$ cat config.mk
export PLATFORM = sky130hd
export DESIGN_NAME = instruction_aligner
export DESIGN_NICKNAME = d
export VERILOG_FILES = /design/src/rtl/instruction_aligner_pkg.sv /design/src/rtl/instruction_aligner_halfword_queue.sv /design/src/rtl/instruction_aligner.sv
export SDC_FILE = /design/constraint.sdc
export NUM_CORES = 1
export LEC_CHECK = 0
export ABC_CLOCK_PERIOD_IN_PS = 6800
export BUFFER_PORTS_ARGS = -buffer_cell sky130_fd_sc_hd__buf_2
export CAP_MARGIN = 0
export CORE_MARGIN = 5
export CORE_UTILIZATION = 35
export DETAILED_ROUTE_END_ITERATION = 16
export HOLD_SLACK_MARGIN = 0.05
export PLACE_DENSITY_LB_ADDON = 0.05
export SYNTH_ARGS = -nofsm -noshare
export SYNTH_HDL_FRONTEND = slang
export SYNTH_SLANG_ARGS = --single-unit
$ cat constraint.sdc
create_clock -name clk -period 6.8 [get_ports clk]
set_clock_uncertainty 0.05 [all_clocks]
set_input_delay 1.36 -clock clk [delete_from_list [all_inputs] [get_ports clk]]
set_output_delay 1.36 -clock clk [all_outputs]
set_load 0.005 [all_outputs]
$ cat src/rtl/instruction_aligner_pkg.sv
// rtl/instruction_aligner_pkg.sv - shared fetch widths, length marker and decode helper
package instruction_aligner_pkg;

   localparam int HALF_W  = 16;
   localparam int INSTR_W = 32;

   // Low two bits of a 32-bit instruction's first halfword
   localparam logic [1:0] UNCOMP_MARK = 2'b11;

   // Number of buffered halfwords, 0..3
   typedef logic [1:0] bufCount_t;

   function automatic logic isCompressed(input logic [HALF_W-1:0] hw);
      return hw[1:0] != UNCOMP_MARK;
   endfunction

endpackage

$ cat src/rtl/instruction_aligner_halfword_queue.sv
// rtl/instruction_aligner_halfword_queue.sv - 3-entry halfword shift buffer with pop-then-push
module instruction_aligner_halfword_queue
   import instruction_aligner_pkg::*;
(
   input  logic              clk,
   input  logic              reset,
   input  logic              flush_i,
   input  logic [1:0]        pop_i,
   input  logic [1:0]        push_i,
   input  logic [HALF_W-1:0] push_lo_i,
   input  logic [HALF_W-1:0] push_hi_i,
   output logic [HALF_W-1:0] head0_o,
   output logic [HALF_W-1:0] head1_o,
   output bufCount_t         count_o
);

   logic [HALF_W-1:0] hw_q [3];
   logic [HALF_W-1:0] hw_d [3];
   logic [HALF_W-1:0] shf  [3];
   bufCount_t         count_q;
   bufCount_t         count_d;
   bufCount_t         kept;

   // Pop from the head first, then append new halfwords after the survivors
   always_comb begin
      shf     = hw_q;
      hw_d    = hw_q;
      kept    = count_q - pop_i;
      count_d = count_q;
      case (pop_i)
         2'd1:    shf = '{hw_q[1], hw_q[2], hw_q[2]};
         2'd2:    shf = '{hw_q[2], hw_q[2], hw_q[2]};
         default: shf = hw_q;
      endcase
      for (int i = 0; i < 3; i++) begin
         hw_d[i] = shf[i];
         if (push_i != 2'd0 && bufCount_t'(i) == kept) begin
            hw_d[i] = push_lo_i;
         end
         if (push_i == 2'd2 && bufCount_t'(i) == kept + 2'd1) begin
            hw_d[i] = push_hi_i;
         end
      end
      count_d = kept + push_i;
      if (flush_i) begin
         count_d = '0;
      end
   end

   // Buffer and occupancy registers
   always_ff @(posedge clk or posedge reset) begin
      if (reset) begin
         hw_q    <= '{default: '0};
         count_q <= '0;
      end else begin
         hw_q    <= hw_d;
         count_q <= count_d;
      end
   end

   assign head0_o = hw_q[0];
   assign head1_o = hw_q[1];
   assign count_o = count_q;

endmodule

$ cat src/rtl/instruction_aligner.sv
// rtl/instruction_aligner.sv - turns aligned fetch words into aligned 16/32-bit instructions
module instruction_aligner
   import instruction_aligner_pkg::*;
#(
   parameter logic [31:0] RESET_PC = 32'h0000_0000
) (
   input  logic               clk,
   input  logic               reset,
   output logic [31:0]        fetchAddr,
   input  logic               fetchValid,
   input  logic [31:0]        fetchWord,
   output logic               fetchReady,
   input  logic               redirectValid,
   input  logic [31:0]        redirectPc,
   output logic               instrValid,
   input  logic               instrReady,
   output logic [INSTR_W-1:0] instrWord,
   output logic [31:0]        instrPc,
   output logic               instrIsCompressed
);

   logic [31:0]       headPc_q, headPc_d;
   logic [31:0]       fetchAddr_q, fetchAddr_d;
   logic              skipLow_q, skipLow_d;

   logic [HALF_W-1:0] head0, head1;
   bufCount_t         count;
   logic              head_c;
   logic              accept, consume;
   logic [1:0]        pop_n, push_n;
   logic [HALF_W-1:0] push_lo;

   instruction_aligner_halfword_queue u_queue (
      .clk       (clk),
      .reset     (reset),
      .flush_i   (redirectValid),
      .pop_i     (pop_n),
      .push_i    (push_n),
      .push_lo_i (push_lo),
      .push_hi_i (fetchWord[31:16]),
      .head0_o   (head0),
      .head1_o   (head1),
      .count_o   (count)
   );

   assign head_c = isCompressed(head0);

   // A lone low half of a 32-bit instruction is not presentable
   assign instrValid        = !redirectValid &&
                              (count >= 2'd2 || (count == 2'd1 && head_c));
   assign fetchReady        = !redirectValid && count <= 2'd1;
   assign instrIsCompressed = (count != 2'd0) && head_c;
   assign instrWord         = (count == 2'd0) ? '0 :
                              head_c ? {16'h0000, head0} : {head1, head0};
   assign instrPc           = headPc_q;
   assign fetchAddr         = fetchAddr_q;

   assign accept  = fetchValid && fetchReady;
   assign consume = instrValid && instrReady;
   assign pop_n   = consume ? (head_c ? 2'd1 : 2'd2) : 2'd0;
   assign push_n  = accept ? (skipLow_q ? 2'd1 : 2'd2) : 2'd0;

   // After a redirect into the upper half of a word, the low half is dropped
   assign push_lo = skipLow_q ? fetchWord[31:16] : fetchWord[15:0];

   // Next PC, fetch address and skip flag; redirect overrides any handshake
   always_comb begin
      headPc_d    = headPc_q;
      fetchAddr_d = fetchAddr_q;
      skipLow_d   = skipLow_q;
      if (redirectValid) begin
         headPc_d    = {redirectPc[31:1], 1'b0};
         fetchAddr_d = {redirectPc[31:2], 2'b00};
         skipLow_d   = redirectPc[1];
      end else begin
         if (consume) begin
            headPc_d = headPc_q + (head_c ? 32'd2 : 32'd4);
         end
         if (accept) begin
            fetchAddr_d = fetchAddr_q + 32'd4;
            skipLow_d   = 1'b0;
         end
      end
   end

   // PC and fetch-address registers
   always_ff @(posedge clk or posedge reset) begin
      if (reset) begin
         headPc_q    <= {RESET_PC[31:1], 1'b0};
         fetchAddr_q <= {RESET_PC[31:2], 2'b00};
         skipLow_q   <= RESET_PC[1];
      end else begin
         headPc_q    <= headPc_d;
         fetchAddr_q <= fetchAddr_d;
         skipLow_q   <= skipLow_d;
      end
   end

endmodule

==> run metrics, run 1 <==
DP HPWL=15.9 mm; site row count=50; diode count=0; final setup fails=0; worst skew pair latency=~0.36 ns; Synth Register Bits=between 100 and 150; Max VDD drop=approximately 0.14 mV; post-cts gate resize count=0; period utilisation layout=62.3%; Die Wd=149 um; DR WL/cell=19.5 um; # port buffers=roughly 160; Hold Path Depth=2; Top FF cell, synth=dfrtp_1; pin count of the biggest net entering global routing=just over 60; final wirelength=about 23 mm; Gate Count Post-Synth=about 780; status=completed; final hold vios=0; Via density=between 5 and 6; Yosys top cell area share=about 41%; DP Cell Count=approximately 1200; fmax=~240 MHz; sequential fraction of the synthesis area=about two fifths; Die H=149 um; Cell Area, Synth=6770 um2; Non-Filler Instances=1183; setup bufs post-CTS=0; max-cap violations=0; Final Max Slew Viols=0; Ports=roughly 170; Post-Syn Area per Cell=8.70 um2; Overall Power=approximately 2.4 mW; DRT iter0 DRCs=between 400 and 500; Total GRT Usage=20.4%; post-route ant nets=0; required time worst endpoint=~7.0 ns; initial antenna violation count=0; clk sinks=between 100 and 150; via count=6672; Clock Path Buffers=2; RePlAce Congestion=0.827; CTS root buffer=clkbuf_16; vias in the first global route=between 6000 and 7000; reg2reg path depth=8; min Tclk post-route=roughly 4.2 ns; most frequent cells in the layout=buf_2, dfrtp_1, o21ai_0; most common cell after layout, fill and taps aside=buf_2; core box area=around 19000 um2; clock edge transition at the registers on the reported setup and hold paths=around 0.070 ns; first-pass GRT wire length=36.3 mm; Post-layout nets=about 990; dominant cell type by area after synthesis=dfrtp_1; Num CTS Buffers=9; drt pass-1 iters=5; CP Class=in2reg; relative slew slack=around a quarter; main area contributors after synthesis=dfrtp_1, o21ai_0, nand2_1; DIE AREA=roughly 22000 um2; EDFF count, synth=0; hold_buf cts=0; Starting Density=35.8%; synth warn=0; RSZ-0062 raised after global routing=false; CP startpoint kind=input pin; crit path max fanout=18; Netlist cell types=between 50 and 60; Final TNS setup=0 ns; Area growth syn-to-layout=20.6%; CTS tree=done; HP Class=reg2reg; Min Hold Slack=~0.46 ns; grt ovf=0; CP endpoint kind=flip-flop; leakage=between 3 and 4 nW; Worst Tran Pin Value=1.15 ns; Critical Path AT=4.44 ns; ys async rst share=100%; drc violations=0; # H-tree levels=3; PD cells=a little under 300 nW/um2; layout cells sized above 1=23.4%
## final timing paths
check	startpoint	end	slack [ns]
max	redirectValid	u_queue.head0_o[4]	2.57
min	u_queue.head0_o[9]	u_queue.head0_o[9]	0.46
max reg2reg	u_queue.head0_o[1]	u_queue.head0_o[4]	3.21
min reg2reg	u_queue.head0_o[9]	u_queue.head0_o[9]	0.46
max in group asynchronous	reset	u_queue.head0_o[3]	4.30
min in group asynchronous	reset	u_queue.head0_o[9]	1.07
## synth_stat cells (all sizes together) (5+ instances only)
library cell  number
a21oi             44
a221oi             9
a22o              17
a22oi             24
and2              20
and3               8
buf               10
clkbuf            42
dfrtp            112
ha                 5
inv               20
mux2               8
mux2i             19
nand2             79
nand3             33
nand4             22
nor2              50
nor2b             18
nor3               9
o211ai            17
o21a              15
o21ai             85
o22ai             15
o311ai            15
or3                7
xnor2             14
xor2              15
## stage by stage
stage	util [%]	instance area [um2]	setup slack, ns
floorplan	-	6770	2.43
global placement	41.5	7840	2.29
detailed placement	41.5	7840	2.16
CTS	43.2	8160	2.54
global route	43.2	8160	2.18
finish	43.2	8160	2.57
## critical path, cell delays in order
cell	delay (ns)
buf_2	0.13
nor2b_1	0.19
a21bo_2	0.39
nor2_1	0.14
ha_1	0.40
nor4b_4	1.00
or3_1	0.51
nor2_1	0.09
a221oi_1	0.22
## flip-flops by register name (all words and copies together) (netlist names)
name and cells:
u_queue.hw_q 16, skipLow_q 1, fetchAddr 30, u_queue.head0_o 16, instrPc 31, u_queue.head1_o 16
u_queue.count_o 2
## layout make-up
class / count / area, um2
Clock inverter: 5 / 78.8
Timing Repair Buffer: 179 / 936
Tap cell: 260 / 325
Clock buffer: 11 / 243
Fill cell: 1955 / 10700
Multi-Input combinational cell: 595 / 3690
Sequential cell: 112 / 2800
Inverter: 21 / 81.3
## cell families (layout without fill, tap and decap cells)
group | Yosys count | in the layout | share of synthesized area (%)
simple gates | 270 | 270 | 20.2
compound gates | 260 | 260 | 24.8
flops | 112 | 112 | 41.4
buf+inv | 73 | 216 | 4.42
xor+xnor | 29 | 29 | 3.75
mux | 27 | 27 | 4.14
fa+ha+maj | 6 | 6 | 1.22
other cells | 1 | 3 | 0.0554
## power by group
group | leakage [nW] | total [mW] | internal, mW | switching [mW]
registers | 1.38 | 0.985 | 0.834 | 0.151
clock network | 0.160 | 0.600 | 0.334 | 0.265
logic | 2.08 | 0.817 | 0.361 | 0.456
total | 3.62 | 2.40 | 1.53 | 0.873
## routing by layer
layer | vias to the layer above | routed length, um | track usage (%)
li1 | 3147 | - | -
met1 | 3271 | 10100 | 26.7
met2 | 216 | 11100 | 34.4
met3 | 38 | 1270 | 3.10
met4 | 0 | 544 | 7.51
met5 | - | 0 | 0
Note: power is estimated with default switching activity, not from simulation.
==> run 2, diff against run 1 <==
--- a/config.mk
+++ b/config.mk
@@ -5,7 +5,7 @@
 export SDC_FILE = /design/constraint.sdc
 export NUM_CORES = 1
 export LEC_CHECK = 0
-export ABC_CLOCK_PERIOD_IN_PS = 6800
+export ABC_CLOCK_PERIOD_IN_PS = 4000
 export BUFFER_PORTS_ARGS = -buffer_cell sky130_fd_sc_hd__buf_2
 export CAP_MARGIN = 0
 export CORE_MARGIN = 5
==> constraint.sdc (replaced) <==
create_clock -name clk -period 4 [get_ports clk]
set_clock_uncertainty 0.05 [all_clocks]
set_input_delay 0.8 -clock clk [delete_from_list [all_inputs] [get_ports clk]]
set_output_delay 0.8 -clock clk [all_outputs]
set_load 0.005 [all_outputs]
==> run 2 against run 1 <==
Total power increased by 68%. Critical endpoint is now u_queue.head0_o[0]. Largest power group unchanged. Worst setup slack got worse by 1.6 ns. Cell area increased by 0.63%. Sequential share of layout area decreased by 0.21 points. Count of clock-buffer cells in the layout decreased by 1. Clock power increased by 59%. Global-route usage increased by 0.22 points. Hold slack got worse by 0.0027 ns. Flip-flop and latch count unchanged. Register-to-register slack got worse by 2.1 ns. Routed wire length increased by 1.4%.
==> run metrics, run 2 (same netlist as run 1, synthesis figures left out) <==
DR WL/cell=19.6 um; Area growth syn-to-layout=21.3%; clk sinks=between 100 and 150; first-pass GRT wire length=36.6 mm; Die Wd=between 100 and 150 um; initial antenna violation count=1; relative slew slack=just under 20%; Critical Path AT=around 3.1 ns; Clock Path Buffers=2; Via density=approximately 5.6; post-cts gate resize count=0; worst skew pair latency=~0.36 ns; grt ovf=0; drt pass-1 iters=5; CTS tree=done; layout cells sized above 1=between 20% and 30%; # H-tree levels=3; final setup fails=0; post-layout instance area=a little over 8000 um2; CTS root buffer=clkbuf_16; pin count of the biggest net entering global routing=53; min Tclk post-route=~3 ns; HP Class=reg2reg; max-cap violations=0; RSZ-0062 raised after global routing=false; Max VDD drop=approximately 0.21 mV; via count=6632; most frequent cells in the layout=buf_2, dfrtp_1, o21ai_0; final wirelength=~23 mm; RePlAce Congestion=0.832; CP startpoint kind=input pin; vias in the first global route=6649; Total GRT Usage=between 20% and 30%; site row count=50; Overall Power=between 4 and 5 mW; Starting Density=a little over a third; Worst Tran Pin Value=approximately 1.2 ns; setup bufs post-CTS=0; post-route ant nets=0; Post-layout nets=1000; DP HPWL=roughly 16 mm; core box area=approximately 19000 um2; Final Max Slew Viols=0; Ports=168; required time worst endpoint=4.11 ns; period utilisation layout=75.5%; clock edge transition at the registers on the reported setup and hold paths=approximately 0.080 ns; fmax=around 330 MHz; drc violations=0; flip-flop count of the largest register after layout=31; hold_buf cts=0; Final TNS setup=0 ns; leakage=~3.7 nW; crit path max fanout=36; most common cell after layout, fill and taps aside=buf_2; final hold vios=0; DIE AREA=roughly 22000 um2; Num CTS Buffers=9; DRT iter0 DRCs=around 460; status=completed; Min Hold Slack=~0.45 ns; placed cell area=about 7900 um2; fin util=a little over two fifths; CP Class=in2reg; # port buffers=163; PD cells=491 nW/um2; Die H=149 um; CP endpoint kind=flip-flop
[run 2: cell count changes in the layout (fill, tap and decap cells not counted)]
cell       delta
bufinv_16     -1
buf_12        +1
clkinv_4      +2
clkbuf_1      -1
buf_4         +6
diode_2       +1
[run 2: cell type report]
| type | count | area (um2) |
|---|---|---|
| Fill cell | 1947 | 10700 |
| Multi-Input combinational cell | 595 | 3690 |
| Sequential cell | 112 | 2800 |
| Timing Repair Buffer | 186 | 1000 |
| Tap cell | 260 | 325 |
| Clock buffer | 10 | 239 |
| Inverter | 21 | 81.3 |
| Clock inverter | 6 | 66.3 |
| Antenna cell | 1 | 2.50 |
[run 2: per-layer routing]
metal  routed length, um  share of wire, %  track usage, %  vias to the layer above
li1                    -                 -               -                     3161
met1               10200                44            27.2                     3243
met2               11400                49            34.8                      196
met3                1310               5.6            3.25                       30
met4                 421               1.8            6.82                        2
met5                  11             0.047               0                        -
[run 2: worst paths after layout]
check,from,end,slack (ns),depth (start not counted)
worst max-delay path,redirectValid,u_queue.head0_o[0],0.98,6
worst min-delay path,u_queue.head0_o[9],u_queue.head0_o[9],0.45,2
worst max register to register,u_queue.head0_o[1],u_queue.head0_o[0],1.08,6
worst min register to register,u_queue.head0_o[9],u_queue.head0_o[9],0.45,2
max in group asynchronous,reset,instrPc[15],2.61,3
min in group asynchronous,reset,u_queue.head1_o[9],0.51,2
[run 2: power breakdown]
part	total [mW]	switching (mW)	internal, mW
Combinational	1.40	0.777	0.621
Clock	0.956	0.449	0.507
Sequential	1.68	0.261	1.42
Total	4.03	1.49	2.55
[run 2: worst max-delay path, stage by stage]
cell and delay (ns):
buf_2 0.12, buf_4 0.25, nor3b_1 0.53, nand2_1 0.21, a22oi_1 0.99, a221oi_1 0.23
[run 2: metrics by stage]
stage,instances,setup slack (ns)
5_1_grt,1190,0.863
3_5_place_dp,1174,0.697
2_1_floorplan,780,0.191
4_1_cts,1190,1.06
6_report,1191,0.982
3_3_place_gp,1174,0.746
==> run 3, diff against run 2 <==
--- a/config.mk
+++ b/config.mk
@@ -5,7 +5,7 @@
 export SDC_FILE = /design/constraint.sdc
 export NUM_CORES = 1
 export LEC_CHECK = 0
-export ABC_CLOCK_PERIOD_IN_PS = 4000
+export ABC_CLOCK_PERIOD_IN_PS = 2750
 export BUFFER_PORTS_ARGS = -buffer_cell sky130_fd_sc_hd__buf_2
 export CAP_MARGIN = 0
 export CORE_MARGIN = 5
==> constraint.sdc (replaced) <==
create_clock -name clk -period 2.75 [get_ports clk]
set_clock_uncertainty 0.05 [all_clocks]
set_input_delay 0.55 -clock clk [delete_from_list [all_inputs] [get_ports clk]]
set_output_delay 0.55 -clock clk [all_outputs]
set_load 0.005 [all_outputs]
==> run 3 against run 2 <==
Flip-flop and latch count is the same. Critical path depth increased by 2. Hold slack lost 0.36 ns. Cell area rose by 3.6%. Routed wire length shrank 0.70%. Non-clock buffer count rose by 24. Critical path type is now reg2reg.
==> run metrics, run 3 (same netlist as run 1, synthesis figures left out) <==
placed cell area=between 8000 and 9000 um2; vias in the first global route=6722; Ports=between 150 and 200; Die H=between 100 and 150 um; CTS root buffer=clkbuf_16; CTS tree=done; clock edge transition at the registers on the reported setup and hold paths=about 0.090 ns; CP startpoint kind=flip-flop; drc violations=0; DR WL/cell=19.1 um; crit path max fanout=9; most common cell after layout, fill and taps aside=buf_2; required time worst endpoint=about 3.0 ns; min Tclk post-route=about 2.6 ns; PD cells=between 700 and 800 nW/um2; CP endpoint kind=flip-flop; Starting Density=between 30% and 40%; Die Wd=about 150 um; DP HPWL=about 17 mm; CP Class=reg2reg; worst skew pair latency=~0.37 ns; wire length on met2=11.3 mm; Total GRT Usage=20.6%; met3 wire len=about 1.2 mm; Non-Filler Instances=1214; Critical Path AT=~2.8 ns; CP Launch Point=u_queue.head0_o[1]; flip-flop count of the largest register after layout=31; grt ovf=0; Final TNS setup=0 ns; final setup margin=0.119 ns; Max VDD drop=approximately 0.34 mV; clk sinks=between 100 and 150; Final Max Slew Viols=0; diode count=0; highest metal used=met4; Worst Tran Pin Value=a little over 0.7 ns; post-layout instance area=8500 um2; initial antenna violation count=0; Metal-1 WL=between 10 and 15 mm; post-route ant nets=0; most frequent cells in the layout=buf_2, dfrtp_1, nand2_1; max-cap violations=0; RePlAce Congestion=0.835; first-pass GRT wire length=between 30 and 40 mm; HP Class=in2async; period utilisation layout=a little over nine tenths; final setup fails=0; relative slew slack=around 52%; final hold vios=0; final wirelength=23.2 mm; Area growth syn-to-layout=25.7%; Post-layout nets=approximately 1000; via count=just under 7000; Clock Path Buffers=2; # H-tree levels=3; layout cells sized above 1=between 20% and 30%; core box area=between 15000 and 20000 um2; pin count of the biggest net entering global routing=47; DRT iter0 DRCs=478; pre-CTS WS=-0.0640 ns; leakage=between 3 and 4 nW; status=completed; fmax=around 380 MHz; hold_buf cts=0; site row count=50; r2r startpoint=u_queue.head0_o[1]; DP Cell Count=between 1000 and 1500; RSZ-0062 raised after global routing=true; drt pass-1 iters=5; DIE AREA=roughly 22000 um2; Via density=~5.6; Overall Power=5.97 mW; # port buffers=163; Num CTS Buffers=9
## run 3: cell types whose count changed in the layout (fill, tap and decap cells not counted), moves of 2 or more
cell        delta
buf_4         +19
a21oi_1       -11
a21oi_2       +11
o21ai_0       -10
o21ai_1        +9
buf_12         +5
clkinvlp_4     +3
clkinv_2       -2
inv_6          +2
## run 3: cell type report
cell class	count	area (um2)
sequential	112	2800
multi-input combinational	595	3770
clock buffer	10	229
inverter	21	82.6
tap	260	325
timing repair buffer	210	1240
clock inverter	6	50.0
fill	1917	10400
## run 3: path summary, 6_finish.rpt
| check | slack, ns | endpoint | depth (start not counted) |
|---|---|---|---|
| min | 0.09 | instrPc[5] | 2 |
| max | 0.12 | u_queue.head0_o[12] | 8 |
| max in group asynchronous | 1.83 | fetchAddr[22] | 3 |
| min reg2reg | 0.46 | u_queue.head0_o[8] | 2 |
| min in group clk | 0.37 | fetchAddr[5] | 2 |
| max reg2reg | 0.12 | u_queue.head0_o[12] | 8 |
## run 3: metal layers
metal	vias to the layer above	track usage, %
li1	3200	-
met4	0	7.73
met1	3324	27.0
met2	224	35.0
met5	-	0
met3	35	2.49
## run 3: power breakdown
| group | internal, mW | total (mW) | switching, mW |
|---|---|---|---|
| combinational | 1.02 | 2.20 | 1.18 |
| clock | 0.630 | 1.32 | 0.692 |
| sequential | 2.06 | 2.44 | 0.381 |
| total | 3.71 | 5.97 | 2.26 |
## run 3: repair_timing
item	in CTS	in global routing
gates resized for setup	0	5
endpoints found under the setup margin	0	14
buffers inserted	0	0
## run 3: critical path, cell delays in order (launching register included)
cell	delay (ns)
dfrtp_1	0.42
a21bo_2	0.26
a21bo_2	0.23
nor2_2	0.11
ha_1	0.27
buf_4	0.17
o31ai_1	0.39
a22oi_2	0.26
a221oi_1	0.36
## run 3: per-stage QoR
stage	hold slack, ns	util [%]
finish	0.0947	45.0
global route	0.112	45.0
CTS	0.0884	44.9
detailed placement	0.439	43.5
global placement	0.430	43.5
floorplan	0.415	-
